==> src/rtl/dequant_zigzag.sv <==
// Dequantizes a zigzag-ordered 8x8 coefficient block into a natural-order buffer, then streams it out row by row.
// Define DEQUANT_SAT_EN to saturate products to -128..127; the default build keeps the low 8 bits (wrap).
module dequant_zigzag #(
    parameter int COEF_W = 12,
    parameter int QW     = 8
) (
    input  logic                     clk,
    input  logic                     reset,
    input  logic                     in_valid,
    input  logic signed [COEF_W-1:0] in_coef,
    output logic                     in_ready,
    input  logic                     q_wr,
    input  logic [5:0]               q_addr,
    input  logic [QW-1:0]            q_data,
    input  logic                     out_ready,
    output logic                     out_wr,
    output logic [2:0]               out_add,
    output logic [7:0]               out_data,
    output logic [2:0]               out_row,
    output logic                     row_done
);

    localparam int PW = COEF_W + QW + 1;

    localparam logic [5:0] ZZ [64] = '{
         0,  1,  8, 16,  9,  2,  3, 10, 17, 24, 32, 25, 18, 11,  4,  5,
        12, 19, 26, 33, 40, 48, 41, 34, 27, 20, 13,  6,  7, 14, 21, 28,
        35, 42, 49, 56, 57, 50, 43, 36, 29, 22, 15, 23, 30, 37, 44, 51,
        58, 59, 52, 45, 38, 31, 39, 46, 53, 60, 61, 54, 47, 55, 62, 63
    };

    typedef enum logic {FILL, DRAIN} state_t;

    state_t                state;
    logic [5:0]            cnt;
    logic                  last_row;
    logic [QW-1:0]         qtab [64];
    logic [7:0]            sbuf [64];
    logic [5:0]            zz_pos;
    logic signed [PW-1:0]  coef_ext;
    logic signed [PW-1:0]  q_ext;
    logic signed [PW-1:0]  prod;
    logic                  xfer;
    logic [2:0]            next_add;

    function automatic logic [7:0] reduce8(input logic signed [PW-1:0] p);
`ifdef DEQUANT_SAT_EN
        if (p > PW'(127))
            return 8'h7f;
        else if (p < PW'(-128))
            return 8'h80;
        else
            return p[7:0];
`else
        return p[7:0];
`endif
    endfunction

    assign in_ready = (state == FILL);
    assign xfer     = in_valid && in_ready;
    assign zz_pos   = ZZ[cnt];
    assign coef_ext = PW'(in_coef);
    // The table entry is read before this cycle's q_wr lands, so a same-cycle write affects only later transfers.
    assign q_ext    = PW'(qtab[zz_pos]);
    assign prod     = coef_ext * q_ext;
    assign next_add = out_add + 3'd1;

    always_ff @(posedge clk or negedge reset) begin
        if (!reset) begin
            for (int i = 0; i < 64; i++)
                qtab[i] <= QW'(1);
        end else if (q_wr) begin
            qtab[q_addr] <= q_data;
        end
    end

    always_ff @(posedge clk) begin
        if (xfer && reset)
            sbuf[zz_pos] <= reduce8(prod);
    end

    always_ff @(posedge clk or negedge reset) begin
        if (!reset) begin
            state    <= FILL;
            cnt      <= 6'd0;
            last_row <= 1'b0;
            out_wr   <= 1'b0;
            out_add  <= 3'd0;
            out_data <= 8'd0;
            out_row  <= 3'd0;
            row_done <= 1'b0;
        end else begin
            row_done <= 1'b0;
            case (state)
                FILL: begin
                    if (xfer) begin
                        cnt <= cnt + 6'd1;
                        if (cnt == 6'd63) begin
                            state    <= DRAIN;
                            out_row  <= 3'd0;
                            last_row <= 1'b0;
                        end
                    end
                end
                DRAIN: begin
                    if (out_wr) begin
                        if (out_add == 3'd7) begin
                            out_wr   <= 1'b0;
                            out_add  <= 3'd0;
                            out_data <= 8'd0;
                            row_done <= 1'b1;
                            last_row <= (out_row == 3'd7);
                            if (out_row != 3'd7)
                                out_row <= out_row + 3'd1;
                        end else begin
                            out_add  <= next_add;
                            out_data <= sbuf[{out_row, next_add}];
                        end
                    end else if (row_done && last_row) begin
                        // Block fully delivered: hand the buffer back to the input side.
                        state    <= FILL;
                        cnt      <= 6'd0;
                        out_row  <= 3'd0;
                        last_row <= 1'b0;
                    end else if (out_ready) begin
                        out_wr   <= 1'b1;
                        out_add  <= 3'd0;
                        out_data <= sbuf[{out_row, 3'd0}];
                    end
                end
                default: state <= FILL;
            endcase
        end
    end

endmodule

==> config.mk <==
export PLATFORM = sky130hd
export DESIGN_NAME = dequant_zigzag
export DESIGN_NICKNAME = d
export VERILOG_FILES = /design/src/rtl/dequant_zigzag.sv
export SDC_FILE = /design/constraint.sdc
export NUM_CORES = 2
export LEC_CHECK = 0
export BUFFER_PORTS_ARGS = -buffer_cell sky130_fd_sc_hd__buf_2
export CAP_MARGIN = 30
export CORE_MARGIN = 2
export CORE_UTILIZATION = 50
export CTS_CLUSTER_DIAMETER = 40
export DETAILED_ROUTE_END_ITERATION = 12
export PLACE_DENSITY = 0.65
export SKIP_CTS_REPAIR_TIMING = 1
export SLEW_MARGIN = 25
export SYNTH_ARGS = -nofsm -noshare
export SYNTH_HDL_FRONTEND = slang
export SYNTH_SLANG_ARGS = --single-unit
==> constraint.sdc <==
create_clock -name clk -period 11 [get_ports clk]
set_clock_uncertainty 0.05 [all_clocks]
set_input_delay 0.55 -clock clk [delete_from_list [all_inputs] [get_ports clk]]
set_output_delay 0.55 -clock clk [all_outputs]
set_load 0.03 [all_outputs]
==> summary.txt <==
Clocking
  – Root buffer selected by CTS: sky130_fd_sc_hd__clkbuf_16
  – Clock tree from TritonCTS: built
  – Max H-tree Level: 4
  – Clock latency reported for the late side of the worst-skew pair: 0.76 ns
  – Clock-pin slew of the registers on the worst-case setup and hold paths: 0.05 ns
  – CTS Buffer Depth: 3
  – Cts bufs inserted: 145
  – Clock sink count: 1048

Floorplan
  – Placement row count: 112
  – Die Y: 312 um
  – # IOs: 48
  – Total Die Area: 97300 um2
  – Initial Util: 50.6%
  – Horiz. Die Dim: 312 um
  – Core Region: 93600 um2

Synthesis
  – Number of enable-type register cells in the synthesized netlist: 512
  – Mapped Nets: 3300
  – Number of distinct library cells after synthesis: 86
  – Count of mapped cells out of synthesis: 3221
  – Fraction of the yosys area taken by sequential cells: 60.9%
  – Dominant synthesized flop cell: sky130_fd_sc_hd__edfxtp_1
  – Synthesized area divided by synthesized cell count: 14.7 um2
  – Synthesized area: 47400 um2
  – Async set-reset flop share out of synthesis: 51.1%
  – Synthesized flop and latch total: 1048
  – Total of warnings raised by yosys: 0

Route
  – Final wirelength: 132000 um
  – Total via count in the routed design: 29100
  – Count of antenna-violating nets left after detailed routing: 0
  – Drt wl/cell: 28.3 um
  – Number of detailed-route iterations in the first pass: 6
  – Post-route DRC violation count: 0
  – Number of vias per cell: 6.26
  – Starting DRT DRC Count: 2933

GRT
  – Initial antenna violation count: 3
  – Combined global-route utilization of all metal layers: 27.3%
  – Number of global-route vias before repair: 29900
  – Grt ovf: 0
  – Maximum number of pins on one net before global-route repair: 100
  – First-pass GRT wire length: 198000 um

Cells and area
  – Layout-stage area growth over the synthesis result: 13.9%
  – Nets: 3344
  – Proportion of layout cells with a drive suffix above 1: 35.5%
  – Filler Cell Count: 7315
  – Most common library cell in the layout ignoring fill and taps: sky130_fd_sc_hd__mux2_2
  – Area of combinational cells with multiple inputs: 17400 um2
  – FF+latch area: 28900 um2
  – Most frequent cells in the layout: 532 x sky130_fd_sc_hd__mux2_2, 512 x sky130_fd_sc_hd__edfxtp_1, 469 x sky130_fd_sc_hd__dfrtp_1, 318 x sky130_fd_sc_hd__nand2_1, 190 x sky130_fd_sc_hd__mux4_2

Place
  – Pre-CTS worst setup slack: 1.58 ns
  – Detailed Place HPWL: 81900 um
  – Quantity of I/O buffers inserted on ports: 43
  – Routability-driven placement congestion ratio: 0.877

Setup path
  – Req. time, crit path: 11.39 ns
  – Nature of the critical path startpoint: register
  – Critical path start-end classification: reg -> reg
  – Biggest fanout along the worst timing path: 64
  – Worst setup EP type: register
  – Critical path data arrival time: 9.93 ns
  – Worst R2R Setup Slack: 1.46 ns

Flow run
  – Max Cap Violations: 0

STA
  – Setup violation total in the final timing report: 0
  – Time the worst path needs with I/O delays and setup: 9.54 ns
  – Period utilisation layout: 86.8%
  – Setup_tns: 0 ns
  – Final worst-path setup slack: 1.46 ns
  – Unrepaired setup endpoints after global routing: no
  – Maximum achievable frequency: 0.105 GHz
  – Least-Margin Pin Slew: 1.03 ns
  – Count of pins over their slew limit: 0
  – Hold Fails Final Rpt: 0
  – Normalized max-slew margin: 30.9%

Min path
  – Path category of the worst min-delay check: in -> reg

Run status
  – Outcome: finished clean
## synthesized netlist by cell type, drive strengths merged (8+ instances only)
cell type  number  share of area (%)
a211oi         27               0.43
o22ai          28               0.37
a211o           9               0.17
and3           33               0.46
fa             12               0.51
ha             36               0.95
or3            12               0.16
dfstp          64                3.5
a22oi           8               0.13
a21oi          34               0.37
mux2          532                 13
nand3         120                1.3
inv            47               0.37
edfxtp        512                 32
nor2          149                1.2
nor2b          19               0.25
dfrtp         472                 25
buf           108                1.4
nand2b         13               0.17
o211ai         11               0.21
o21ai          62               0.66
nand4          10               0.13
a311oi         21               0.40
nor3           29               0.32
xnor2          11               0.20
nand2         320                2.6
clkbuf        121               0.96
o221ai         11               0.20
a31oi          32               0.42
mux4          190                9.0
mux2i          55                1.2
nand3b          9               0.14
## sequential cells by signal, summed over array words and instances, names as in the netlist
register,count
state,1
qtab,512
last_row,1
cnt,6
out_add,3
sbuf,512
out_data,8
out_wr,1
out_row,3
row_done,1
## final cells by class
type                    instances  share of cell area [%]
diodes                          1                 0.00464
clock buffers                 187                    7.43
clock inverters                83                    1.79
inverters                      47                   0.332
multi-input cells            1897                    32.2
flip-flops and latches       1048                    53.5
well taps                    1254                    2.91
repair buffers                126                    1.81
## stage by stage
| stage | hold WS [ns] | utilization [%] | area [um2] | std cells |
|---|---|---|---|---|
| final | 0.153 | 57.7 | 54000 | 4643 |
| after CTS | -0.165 | 57.5 | 53800 | 4632 |
| after floorplan | 0.204 | - | 47400 | 3221 |
| after detailed placement | 0.429 | 52.1 | 48800 | 4362 |
| after global placement | 0.410 | 52.1 | 48800 | 4361 |
| after global routing | 0.165 | 57.7 | 54000 | 4643 |
## layer usage
metal | wire, um | GRT usage [%]
met5 | 13 | 0
met2 | 64700 | 44.9
met3 | 9030 | 5.44
met4 | 5520 | 11.5
met1 | 52300 | 35.5
## critical path, cell delays in order (launching register included)
cell and delay [ns]:
sky130_fd_sc_hd__dfrtp_1 0.76, sky130_fd_sc_hd__inv_1 0.30, sky130_fd_sc_hd__ha_1 0.33, sky130_fd_sc_hd__or3b_2 0.45, sky130_fd_sc_hd__a211o_1 0.34, sky130_fd_sc_hd__and3_1 0.37
sky130_fd_sc_hd__nand2_4 0.61, sky130_fd_sc_hd__nor2_1 0.29, sky130_fd_sc_hd__buf_4 0.26, sky130_fd_sc_hd__a221oi_1 0.61, sky130_fd_sc_hd__o22ai_1 0.26, sky130_fd_sc_hd__or4_1 0.83
sky130_fd_sc_hd__nor2_1 0.20, sky130_fd_sc_hd__ha_1 0.26, sky130_fd_sc_hd__fa_1 0.49, sky130_fd_sc_hd__fa_1 0.54, sky130_fd_sc_hd__inv_1 0.05, sky130_fd_sc_hd__fa_1 0.47
sky130_fd_sc_hd__inv_1 0.04, sky130_fd_sc_hd__ha_1 0.32, sky130_fd_sc_hd__a21oi_1 0.20, sky130_fd_sc_hd__xnor2_1 0.16, sky130_fd_sc_hd__xnor2_1 0.17, sky130_fd_sc_hd__xnor3_2 0.24
sky130_fd_sc_hd__buf_4 0.53
## path summary, 6_finish.rpt
| check | from | end | cells after the start |
|---|---|---|---|
| setup / recovery | cnt[0]$_DFFE_PN0P_ | sbuf[54][7]$_DFFE_PP_ | 24 |
| hold / removal | in_valid | cnt[4]$_DFFE_PN0P_ | 4 |
| setup reg to reg | cnt[0]$_DFFE_PN0P_ | sbuf[54][7]$_DFFE_PP_ | 24 |
| hold reg to reg | out_data[3]$_DFFE_PN0P_ | out_data[3]$_DFFE_PN0P_ | 2 |
| max in group asynchronous | reset | qtab[264]$_DFFE_PN1P_ | 6 |
| min in group asynchronous | reset | qtab[4]$_DFFE_PN0P_ | 2 |
## logic make-up after synthesis
group / Yosys count / share of synthesized area [%]
flip-flops: 1048 / 60.9
multiplexers: 777 / 22.8
AND/OR/NAND/NOR: 749 / 7.22
AO/OA/AOI/OAI: 307 / 4.55
buffers and inverters: 276 / 2.69
adder cells (fa/ha/maj): 48 / 1.46
XOR/XNOR: 16 / 0.354
Power is not shown: default switching activity piles up to over one toggle a cycle in this logic, so the estimate is an artifact.
